<file path="config.mk">
export PLATFORM = sky130hd
export DESIGN_NAME = rx_block_packer
export DESIGN_NICKNAME = d
export VERILOG_FILES = /design/src/rtl/aes_stream_pkg.sv /design/src/rtl/rx_idle_timer.sv /design/src/rtl/rx_block_packer.sv
export SDC_FILE = /design/constraint.sdc
export NUM_CORES = 1
export LEC_CHECK = 0
export CAP_MARGIN = 15
export CORE_MARGIN = 2
export CORE_UTILIZATION = 60
export CTS_CLUSTER_DIAMETER = 100
export DETAILED_ROUTE_END_ITERATION = 12
export HOLD_SLACK_MARGIN = 0.06
export PLACE_DENSITY = 0.79
export SYNTH_ARGS = -nofsm -noshare
export SYNTH_HDL_FRONTEND = slang
export SYNTH_SLANG_ARGS = --single-unit
export TNS_END_PERCENT = 50
</file>
<file path="constraint.sdc">
create_clock -name clk -period 2.9 [get_ports clk]
set_input_delay 0.87 -clock clk [delete_from_list [all_inputs] [get_ports clk]]
set_output_delay 0.87 -clock clk [all_outputs]
set_load 0.01 [all_outputs]
</file>
<file path="src/rtl/aes_stream_pkg.sv">
// Shared constants and drain FSM state for the AES byte/word stream blocks.
// Used by the receive packer and the output unpacker.
package aes_stream_pkg;

   localparam int BLOCK_BYTES     = 16;
   localparam int WORDS_PER_BLOCK = 4;
   localparam int BYTE_CNT_W      = $clog2(BLOCK_BYTES);

   typedef enum logic {
      D_IDLE,
      D_SEND
   } drain_state_t;

   // LSB of byte lane k within a word; lane 0 is the MSB byte.
   function automatic logic [4:0] lane_lsb(input logic [1:0] k);
      return 5'd24 - {k, 3'b000};
   endfunction

endpackage

</file>
<file path="src/rtl/rx_idle_timer.sv">
// Inter-byte idle counter: cleared on demand, counts while running,
// saturates, and flags expiry on its last count.
module rx_idle_timer #(
   parameter int TIMEOUT_CLKS = 35000
) (
   input  logic clk,
   input  logic rst,
   input  logic clear,
   input  logic run,
   output logic expire
);

   localparam int W = $clog2(TIMEOUT_CLKS);

   logic [W-1:0] cnt;

   assign expire = run && (cnt == W'(TIMEOUT_CLKS - 1));

   // Idle count since the last accepted byte, saturating.
   always_ff @(posedge clk) begin
      if (rst || clear)
         cnt <= '0;
      else if (run && cnt != '1)
         cnt <= cnt + 1'b1;
   end

endmodule

</file>
<file path="src/rtl/rx_block_packer.sv">
// Packs received bytes into 128-bit blocks held in two ping-pong banks
// and drains each full bank to the core as four 32-bit words.
module rx_block_packer
   import aes_stream_pkg::*;
#(
   parameter int TIMEOUT_CLKS = 35000
) (
   input  logic        clk,
   input  logic        rst,
   input  logic        rx_dv_in,
   input  logic [7:0]  rx_byte_in,
   input  logic        word_ready_in,
   output logic [31:0] word_out,
   output logic        word_valid_out,
   output logic        block_last_out,
   output logic        timeout_err_out,
   output logic        overrun_err_out,
   output logic        busy_out
);

   logic [31:0] bank [2][WORDS_PER_BLOCK];
   logic [1:0]  full;
   logic        fill_bank;
   logic        drain_bank;
   logic [BYTE_CNT_W-1:0] byte_cnt;
   logic [1:0]  word_cnt;
   logic        valid_q;
   drain_state_t state;

   logic xfer;
   logic free_now;
   logic target_free;
   logic accept;
   logic drop;
   logic fill_done;
   logic expire;
   logic to_fire;
   logic self_ready;
   logic other_ready;

   assign xfer     = valid_q && word_ready_in;
   assign free_now = xfer && (word_cnt == 2'd3);

   // A bank being freed on this edge may take a new byte.
   assign target_free = !full[fill_bank]
                     || (free_now && drain_bank == fill_bank);

   assign accept    = rx_dv_in && target_free;
   assign drop      = rx_dv_in && !target_free;
   assign fill_done = accept
                   && byte_cnt == BYTE_CNT_W'(BLOCK_BYTES - 1);

   // An accepted byte on the expiry cycle cancels the discard.
   assign to_fire = expire && !accept;

   assign self_ready  = full[drain_bank]
                     || (fill_done && fill_bank == drain_bank);
   assign other_ready = full[~drain_bank]
                     || (fill_done && fill_bank != drain_bank);

   rx_idle_timer #(
      .TIMEOUT_CLKS(TIMEOUT_CLKS)
   ) u_timer (
      .clk   (clk),
      .rst   (rst),
      .clear (accept || to_fire),
      .run   (byte_cnt != '0),
      .expire(expire)
   );

   // Bank RAM write; first byte of a word lands in its MSBs.
   always_ff @(posedge clk) begin
      if (accept)
         bank[fill_bank][byte_cnt[3:2]]
             [lane_lsb(byte_cnt[1:0]) +: 8] <= rx_byte_in;
   end

   // Fill side: byte position, bank select and error pulses.
   always_ff @(posedge clk) begin
      if (rst) begin
         byte_cnt        <= '0;
         fill_bank       <= 1'b0;
         overrun_err_out <= 1'b0;
         timeout_err_out <= 1'b0;
      end else begin
         overrun_err_out <= drop;
         timeout_err_out <= to_fire;
         if (accept) begin
            byte_cnt <= byte_cnt + 1'b1;
            if (fill_done)
               fill_bank <= ~fill_bank;
         end else if (to_fire) begin
            byte_cnt <= '0;
         end
      end
   end

   // Bank full flags: set by fill completion, cleared by last word.
   always_ff @(posedge clk) begin
      if (rst) begin
         full <= 2'b00;
      end else begin
         if (free_now)
            full[drain_bank] <= 1'b0;
         if (fill_done)
            full[fill_bank] <= 1'b1;
      end
   end

   // Drain FSM: presents words of the drain bank until word 3 moves.
   always_ff @(posedge clk) begin
      if (rst) begin
         state      <= D_IDLE;
         valid_q    <= 1'b0;
         word_cnt   <= 2'd0;
         drain_bank <= 1'b0;
      end else begin
         unique case (state)
            D_IDLE: begin
               if (self_ready) begin
                  state    <= D_SEND;
                  valid_q  <= 1'b1;
                  word_cnt <= 2'd0;
               end
            end
            D_SEND: begin
               if (xfer) begin
                  word_cnt <= word_cnt + 2'd1;
                  if (word_cnt == 2'd3) begin
                     drain_bank <= ~drain_bank;
                     if (!other_ready) begin
                        state   <= D_IDLE;
                        valid_q <= 1'b0;
                     end
                  end
               end
            end
            default: begin
               state   <= D_IDLE;
               valid_q <= 1'b0;
            end
         endcase
      end
   end

   assign word_valid_out = valid_q;
   assign word_out       = valid_q ? bank[drain_bank][word_cnt] : '0;
   assign block_last_out = valid_q && (word_cnt == 2'd3);
   assign busy_out       = (byte_cnt != '0) || (|full);

endmodule

</file>
## Word level (Yosys, flattened, before mapping)

Memory sizes are Yosys's and may differ from the RTL's. A register that Yosys moved wholly into a read port is not among the register bits.
Index checks and enable logic that the tools add are counted.

- Bits in registers: 30
- Bits in writable memories: 256
- Output and inout bits: 37
- Word-level logic and storage cells: 114
- Memories: 1

Memories:

| name | words | width | rd ports | clocked after Yosys merged registers in | write ports | RTL line | text |
|---|---|---|---|---|---|---|---|
| bank | 2 | 128 | 1 | 1 | 1 | rx_block_packer.sv:21 | `logic [31:0] bank [2][WORDS_PER_BLOCK];` |

- $add $sub $neg: 5
- Order comparisons: 8
- Equality and inequality tests: 11
- Shift operators: 2
- Multiplexer cells: 38
- Bitwise logic cells: 8
- Reduce and logical (&&, ||, !) cells: 31

Operator list:

| kind | count |
|---|---|
| 128-bit two-way mux | 1 |
| 32-bit two-way mux | 4 |
| 32-bit binary-select mux with 2-bit select | 1 |
| 32-bit demux with 2-bit select | 1 |
| 8-bit by 7-bit variable shift with 32-bit output (first input constant) | 1 |
| 8-bit by 7-bit indexed part select with 32-bit output | 1 |
| 1-bit two-way mux | 19 |
| 16-bit by 1-bit adder with 16-bit output (second input constant) | 1 |
| 16-bit == test (second input constant) | 1 |
| 16-bit != test (second input constant) | 1 |
| 1-bit logical AND | 15 |
| 2-bit two-way mux | 5 |
| 4-bit two-way mux | 2 |
| 5-bit negator with 7-bit output | 1 |
| 3-bit greater-or-equal comparator (second input constant) | 2 |
| 1-bit logical OR | 6 |
| 1-bit by 2-bit < comparator with 1-bit output (second input constant) | 3 |
| 2-bit inverter with 3-bit output | 2 |
| 5-bit subtractor (first input constant) | 1 |
| 4-bit by 1-bit adder with 4-bit output (second input constant) | 1 |
| 4-bit == test (second input constant) | 1 |
| 2-bit by 1-bit != test with 1-bit output (second input constant) | 2 |
| 2-bit != test (second input constant) | 2 |
| 1-bit one-hot mux with 2 select lines | 2 |
| 19 further kinds | 27 |

## Longest topological paths before layout

Gate-level depths: netlist (run 1).

- Depth after elaboration: 12
- Gate-level depth with buffers: 7

## Modules after synthesis

From an unflattened synthesis (run 1), not the netlist that was laid out.

- Cell total of the unflattened synthesis: 702
- Area, all modules: 12,022.8 µm²

Modules (own cells, without submodules):

| module | instances | cells each | area each (µm²) | sequential area each (µm²) |
|---|---|---|---|---|
| rx_block_packer | 1 | 596 | 11,084.4 | 7,987.7 |
| rx_idle_timer | 1 | 106 | 938.4 | 320.3 |

## Least setup slack after synthesis (run 1)

Ideal clock, no wire load.

- Path type: register to output
- Start: register byte_cnt[0]
- End: output busy_out
- Arrival time: 1,590 ps
- Data required time: 2,030 ps
- Setup slack: 440 ps
- Stages on the path, launching flop included: 6
- Path buffers: 1
- Cells stage by stage: dfxtp_1 inv_1 ha_1 or3b_4 buf_2 or3_1

- Word-level cells in the longest chain between the ends: 2

Ends and longest elaborated chain:

| item | RTL line | text |
|---|---|---|
| start: declaration | rx_block_packer.sv:25 | `logic [BYTE_CNT_W-1:0] byte_cnt;` |
| start signal: assignment | rx_block_packer.sv:89 | `byte_cnt <= byte_cnt + 1'b1;` |
| 4-bit nonzero test | rx_block_packer.sv:149 | `assign busy_out = (byte_cnt != '0) \|\| (\|full);` |
| 1-bit logical OR | rx_block_packer.sv:149 |  |
| end: declaration | rx_block_packer.sv:18 | `output logic busy_out` |

Every way passes these cells.

==> flow_summary_export.csv, run 1 <==
group,metric,value,unit
outcome,status,"complete, but fails checks",
outcome,violations,"negative setup slack",
worst_setup_path,worst-setup-path-type,"reg2out",
timing,period_share,103,%
synthesis,synth_ff_type,"edfxtp_1",
pwr,combPwrFrac,3.1,%
worst_setup_path,r2r_start,"word_cnt[1]",
route,drc_errors,0,
timing,slew_viol_final,0,
final_layout,final_util,73.9,%
clocking,cts_tree,"yes",
clocking,cts_root_buf,"clkbuf_16",
placed_design,dp_hpwl,16.5,mm
timing,fin_hold_ws,0.532,ns
route,finalWirelength,28.2,mm
worst_setup_path,cp_data_required_time,2.03,ns
clocking,path_clk_slew,0.06,ns
worst_hold_path,holdPathStages,2,
worst_setup_path,cp_top_family,"multiplexers",
worst_setup_path,worstRegToRegCells,7,
route,via_per_inst,6.37,
global_route,grt_usage,27.3,%
final_layout,regArea,8320,um2
synthesis,synth_area,11900,um2
worst_setup_path,path_cells,"buf_12 -> buf_12 -> mux4_2 -> nand2_2 -> a21boi_2 -> buf_2",
route,routed.top_layer,"met4",
clocking,insertion_delay,0.54,ns
worst_setup_path,cp_slowest_stage_delay,0.52,ns
worst_setup_path,cp.arrival,2.12,ns
worst_setup_path,r2r_end,"bank[0][117]",
floorplan,design.core.area,19500,um2
global_route,antenna_found_initial,0,
worst_setup_path,cpMostUsedCell,"buf_12",
synthesis,yosysTopAreaCellShare,64.4,%
pwr,power_leakage,4.89,nW
synthesis,synth-seq-area-share,69.6,%
pwr,clkPwrFrac,43.8,%
final_layout,fin_nets,869,
placed_design,routabilityCongestion,0.861,
worst_setup_path,worst-path-max-fanout,6,
route,wl_met3,2.13,mm
floorplan,rows,51,
floorplan,die_h,145,um
timing,fin_skew,0.0151,ns
pwr,p_int,0.00686,W
clocking,ctsLongestPathBuffers,3,
route,wl_met2,14.3,mm
pwr,p_total,0.00857,W
pwr,irDropWorstVdd,417,uV
flow_run,drv_cap,0,
timing,timing.slew.headroom,50.9,%
clocking,cts_hold_buffers,0,
final_layout,fillCellCount,1131,
synthesis,postSynth.asyncResetShare,0,%
route,ant_nets,0,
worst_hold_path,hp-start,"u_timer.cnt[15]",
route,firstDrtPassIters,5,
worst_setup_path,slowest_stage,"mux4_2",
timing,rsz0062_at_grt,"true",
clocking,cts_buffers,28,
route,met1_length,10.9,mm
global_route,grt_max_degree,30,
timing,setup_ws,-0.0875,ns
global_route,grt_overflow,0,
global_route,grt_pass1_wl,44.0,mm
clocking,htreeDepth,1,
synthesis,post-synth-top-count-cell,"edfxtp_1",
worst_setup_path,start_kind,"flop",
worst_setup_path,timing.critical_path.buf_inv,3,
floorplan,initial_utilization,61.2,%
final_layout,antennaDiodeCount,0,
floorplan,dieArea,21000,um2
synthesis,ys_top_cells_by_area,"edfxtp_1, mux4_2, dfxtp_1",
final_layout,drive_gt1_share,33.1,%
floorplan,ios,49,
pwr,switchingPower,0.00171,W
timing,period_minus_slack,2.99,ns
floorplan,dieWidth,145,um
route,vias,7244,
worst_hold_path,whs_endpoint,"u_timer.cnt[15]",
synthesis,synth_warnings,0,
synthesis,synth_nets,747,
pwr,p_seq_share,53.0,%
timing,setup-violations-final,28,
placed_design,portBuffers,48,
timing,tightestPinTransition,0.735,ns
synthesis,syn_inst,729,
pwr,power_switching_share,19.9,%
final_layout,area_delta_synth_final,20.8,%
global_route,grt_pass1_vias,7551,
timing,hold_violations,0,
worst_setup_path,r2r_slack,0.50,ns
synthesis,synth_area_per_cell,16.4,um2
synthesis,ys_types,63,
worst_hold_path,hp-class,"reg2reg",
synthesis,synth_common_cells,"edfxtp_1, nand2_1, mux4_2",
synthesis,synth-seq-cells,287,
timing,max_freq,335,MHz
route,drt_iter0_markers,544,
clocking,cts_num_sinks,287,
pwr,p_per_area,594,nW/um2
worst_setup_path,cp-end-kind,"primary output",
synthesis,synth_edf_count,256,
synthesis,yosys.area.top_type,"edfxtp_1",
route,drt-wirelength-per-cell,24.8,um
final_layout,multi_input_area,3580,um2
repair_timing:
| item | in CTS | in global routing |
|---|---|---|
| setup endpoints to repair | 34 | 33 |
| cloned | 5 | 0 |
| buffers inserted | 21 | 1 |
| pin swaps | 30 | 15 |
| gates resized for setup | 212 | 30 |
worst max path at each step:
| stage | slack [ns] | to | from | depth (start not counted) |
|---|---|---|---|---|
| floorplan | 0.44 | busy_out | byte_cnt[0] | 5 |
| global placement | 0.13 | word_out[29] | flop | 5 |
| detailed placement | 0.04 | bank[1][77] | word_ready_in | 6 |
| CTS | -0.15 | word_out[11] | flop | 7 |
| global route | -0.13 | word_out[2] | flop | 6 |
| finish | -0.09 | word_out[2] | flop | 6 |
metrics by stage:
step / area, um2 / setup slack (ns) / std cells / setup TNS [ns]
global placement: 13100 / 0.128 / 1063 / 0
floorplan: 11900 / 0.440 / 729 / 0
CTS: 14500 / -0.148 / 1141 / -2.74
detailed placement: 13100 / 0.0392 / 1063 / 0
finish: 14400 / -0.0875 / 1138 / -1.18
global route: 14400 / -0.126 / 1138 / -2.81
cell families after synthesis:
family | count (synthesis) | share of synthesized area, %
fa+ha+maj | 6 | 0.629
compound gates | 94 | 5.66
xor+xnor | 2 | 0.147
mux | 65 | 12.2
buf+inv | 46 | 1.88
simple gates | 229 | 9.96
flops | 287 | 69.6
power by group through the flow:
stage               clock, W  combinational (W)  sequential, W
floorplan                  0           0.000138        0.00463
global placement           0           0.000232        0.00463
detailed placement         0           0.000247        0.00463
CTS                  0.00376           0.000259        0.00454
global route         0.00395           0.000288        0.00454
finish               0.00376           0.000269        0.00454
state kept, by name (all words and copies together) (netlist names), named ones only:
name	count
timeout_err_out	1
overrun_err_out	1
bank	256
full	2
u_timer.cnt	16
fill_bank	1
drain_bank	1
word_cnt	2
word_valid_out	1
state	1
byte_cnt	4
layer usage:
layer  global-route usage [%]  up-vias
met5                        0        -
li1                         -     3126
met1                     36.6     3698
met3                     4.75       70
met2                     46.4      350
met4                     8.82        0
worst reg2reg max path, cell delays in order, from the launching register on:
cell and delay [ns]:
dfxtp_1 0.37, buf_4 0.29, ha_4 0.21, and4b_1 0.27, o221a_2 0.31, nand2_1 0.20
nor2_1 0.21, buf_4 0.23
area by class of cell:
class | instances | area share, %
sequential | 287 | 57.7
multi-input combinational | 396 | 24.8
timing repair buffer | 129 | 8.18
clock buffer | 45 | 6.53
tap | 265 | 2.30
clock inverter | 7 | 0.295
inverter | 9 | 0.234
cell usage in the layout (no fill, tap or decap), drive strengths merged, types with 31 or more instances in the layout:
cell    count
mux4       64
clkbuf     45
a21boi     33
buf       112
nor2       33
dfxtp      31
nand2      82
and2       33
edfxtp    256
Note: power is estimated with default switching activity, not from simulation.
==> run 2: changes to the inputs <==
==> constraint.sdc (replaced) <==
create_clock -name clk -period 3.1 [get_ports clk]
set_input_delay 0.93 -clock clk [delete_from_list [all_inputs] [get_ports clk]]
set_output_delay 0.93 -clock clk [all_outputs]
set_load 0.01 [all_outputs]
==> flow_summary_export.csv, run 2 (synthesized netlist as in run 1, its figures left out) <==
group,metric,value,unit
outcome,status,"complete, but fails checks",
outcome,violations,"negative setup slack",
timing,slew_viol_final,0,
worst_setup_path,worst-setup-path-type,"reg2out",
placed_design,portBuffers,48,
global_route,grt_pass1_wl,43.3,mm
worst_setup_path,r2r_slack,0.58,ns
timing,period_share,101,%
worst_hold_path,whs_endpoint,"u_timer.cnt[15]",
pwr,p_seq_share,53.1,%
worst_setup_path,path_cells,"buf_16 -> buf_6 -> mux4_2 -> nand2_1 -> a21boi_0 -> clkdlybuf4s15_2",
clocking,cts_tree,"yes",
pwr,p_per_area,565,nW/um2
global_route,met3_usage,4.62,%
pwr,switchingPower,0.00157,W
global_route,grt_pass1_vias,7468,
clocking,ctsLongestPathBuffers,3,
pwr,combPwrFrac,3.1,%
final_layout,area_delta_synth_final,18.7,%
final_layout,final_cell_mix,"edfxtp_1, nand2_1, mux4_2, buf_4",
clocking,cts_num_sinks,287,
timing,max_freq,319,MHz
worst_setup_path,slowest_stage,"mux4_2",
global_route,antenna_found_initial,0,
timing,period_minus_slack,3.14,ns
final_layout,final_util,72.6,%
timing,timing.slew.headroom,47.4,%
worst_setup_path,cp.arrival,2.21,ns
route,ant_nets,0,
route,vias,7286,
final_layout,multi_input_area,3440,um2
floorplan,die_h,145,um
pwr,p_total,0.00800,W
global_route,grtUsageMet1,37.3,%
final_layout,fin_nets,860,
placed_design,routabilityCongestion,0.882,
global_route,grtUsageMet2,43.9,%
worst_setup_path,cp_slowest_stage_delay,0.48,ns
final_layout,regArea,8320,um2
route,drc_errors,0,
worst_setup_path,r2r_start,"word_cnt[1]",
worst_setup_path,worstRegToRegCells,7,
global_route,grt_overflow,0,
route,finalWirelength,27.9,mm
clocking,htreeDepth,1,
pwr,p_int,0.00643,W
timing,tightestPinTransition,0.787,ns
worst_setup_path,worst-path-max-fanout,7,
global_route,grt_max_degree,33,
final_layout,mostFrequentLayoutCell,"edfxtp_1",
flow_run,drv_cap,0,
clocking,insertion_delay,0.54,ns
floorplan,initial_utilization,61.2,%
timing,fin_skew,0.0114,ns
floorplan,dieArea,21000,um2
global_route,grt_busiest_layer,"met2",
timing,setup-violations-final,3,
timing,rsz0062_at_grt,"true",
worst_setup_path,cp-end-kind,"primary output",
placed_design,dp_hpwl,17.5,mm
clocking,cts_hold_buffers,0,
timing,setup_ws,-0.0376,ns
worst_setup_path,r2r_end,"bank[0][49]",
pwr,power_switching_share,19.7,%
pwr,irDropWorstVdd,400,uV
clocking,cts_root_buf,"clkbuf_16",
final_layout,fillCellCount,1162,
pwr,clkPwrFrac,43.8,%
route,firstDrtPassIters,5,
final_layout,largest_reg_flops,256,
worst_setup_path,cp_data_required_time,2.17,ns
route,via_per_inst,6.46,
route,drt_iter0_markers,710,
global_route,grt_usage,26.6,%
route,drt-wirelength-per-cell,24.8,um
clocking,path_clk_slew,0.06,ns
worst_hold_path,hp-class,"reg2reg",
floorplan,rows,51,
final_layout,antennaDiodeCount,0,
timing,hold_violations,0,
final_layout,drive_gt1_share,27.7,%
floorplan,ios,49,
floorplan,design.core.area,19500,um2
worst_setup_path,start_kind,"flop",
pwr,power_leakage,4.78,nW
clocking,cts_buffers,28,
worst_hold_path,holdPathStages,2,
worst_hold_path,hp-start,"u_timer.cnt[15]",
floorplan,dieWidth,145,um
## run 2: cell count changes in the layout (fill, tap and decap cells not counted), moves of 5 or more
cell      before  now
nand2_2       30    7
clkbuf_2       0    5
buf_12        13    4
a21boi_2      15    0
a21boi_0       3   26
nand2_1       52   75
a21boi_1      14    7
buf_2         32   23
## run 2: worst max path at each step
stage                               to  slack (ns)           from  cells past startpoint
final                      word_out[5]       -0.04           flop                      6
after global placement     bank[0][49]        0.05  word_ready_in                      6
after floorplan               busy_out        0.58    byte_cnt[0]                      5
after global routing       word_out[9]       -0.09           flop                      6
after detailed placement   bank[0][50]       -0.05  word_ready_in                      6
after CTS                 word_out[12]        -0.1           flop                      6
## run 2: through the flow
stage / setup WS (ns) / TNS [ns] / hold WS (ns) / area, um2 / std cells
after floorplan: 0.580 / 0 / 0.477 / 11900 / 729
after global placement: 0.0468 / 0 / 0.499 / 13000 / 1058
after detailed placement: -0.0547 / -2.31 / 0.510 / 13000 / 1058
after CTS: -0.0974 / -1.12 / 0.522 / 14200 / 1124
after global routing: -0.0920 / -0.461 / 0.553 / 14200 / 1128
final: -0.0376 / -0.0855 / 0.532 / 14200 / 1128
## run 2: timing repair
item	CTS	global route
endpoints found under the setup margin	34	27
cloned	4	1
pin swaps	2	0
setup buffers	11	5
gates resized for setup	132	29
## run 2: critical path, delay by kind of cell, from the launching register on
family                 cells  cell delay [ns]
muxes                      1             0.48
buffers and inverters      3             0.53
AOI/OAI and AO/OA          1             0.11
and+or+nand+nor            1             0.10
DFF                        1             0.45
## run 2: area by class of cell
type / count / area share, %
clock inverter: 15 / 1.26
sequential: 287 / 58.7
inverter: 9 / 0.256
timing repair buffer: 120 / 7.70
clock buffer: 36 / 5.52
multi-input combinational: 396 / 24.3
tap: 265 / 2.34
## run 2: power groups by stage
stage | Clock [W] | Sequential (W) | Combinational, W
floorplan | 0 | 0.00433 | 0.000129
global placement | 0 | 0.00433 | 0.000220
detailed placement | 0 | 0.00433 | 0.000231
CTS | 0.00350 | 0.00425 | 0.000239
global route | 0.00367 | 0.00425 | 0.000265
finish | 0.00351 | 0.00425 | 0.000244
## run 2: per-layer routing
layer  part of all wire (%)  vias to the layer above  routed length (um)
met5                      0                        -                   0
li1                       -                     3106                   -
met1                     40                     3731               11100
met2                     50                      391               13900
met4                    2.6                        0                 717
met3                    8.2                       58                2290
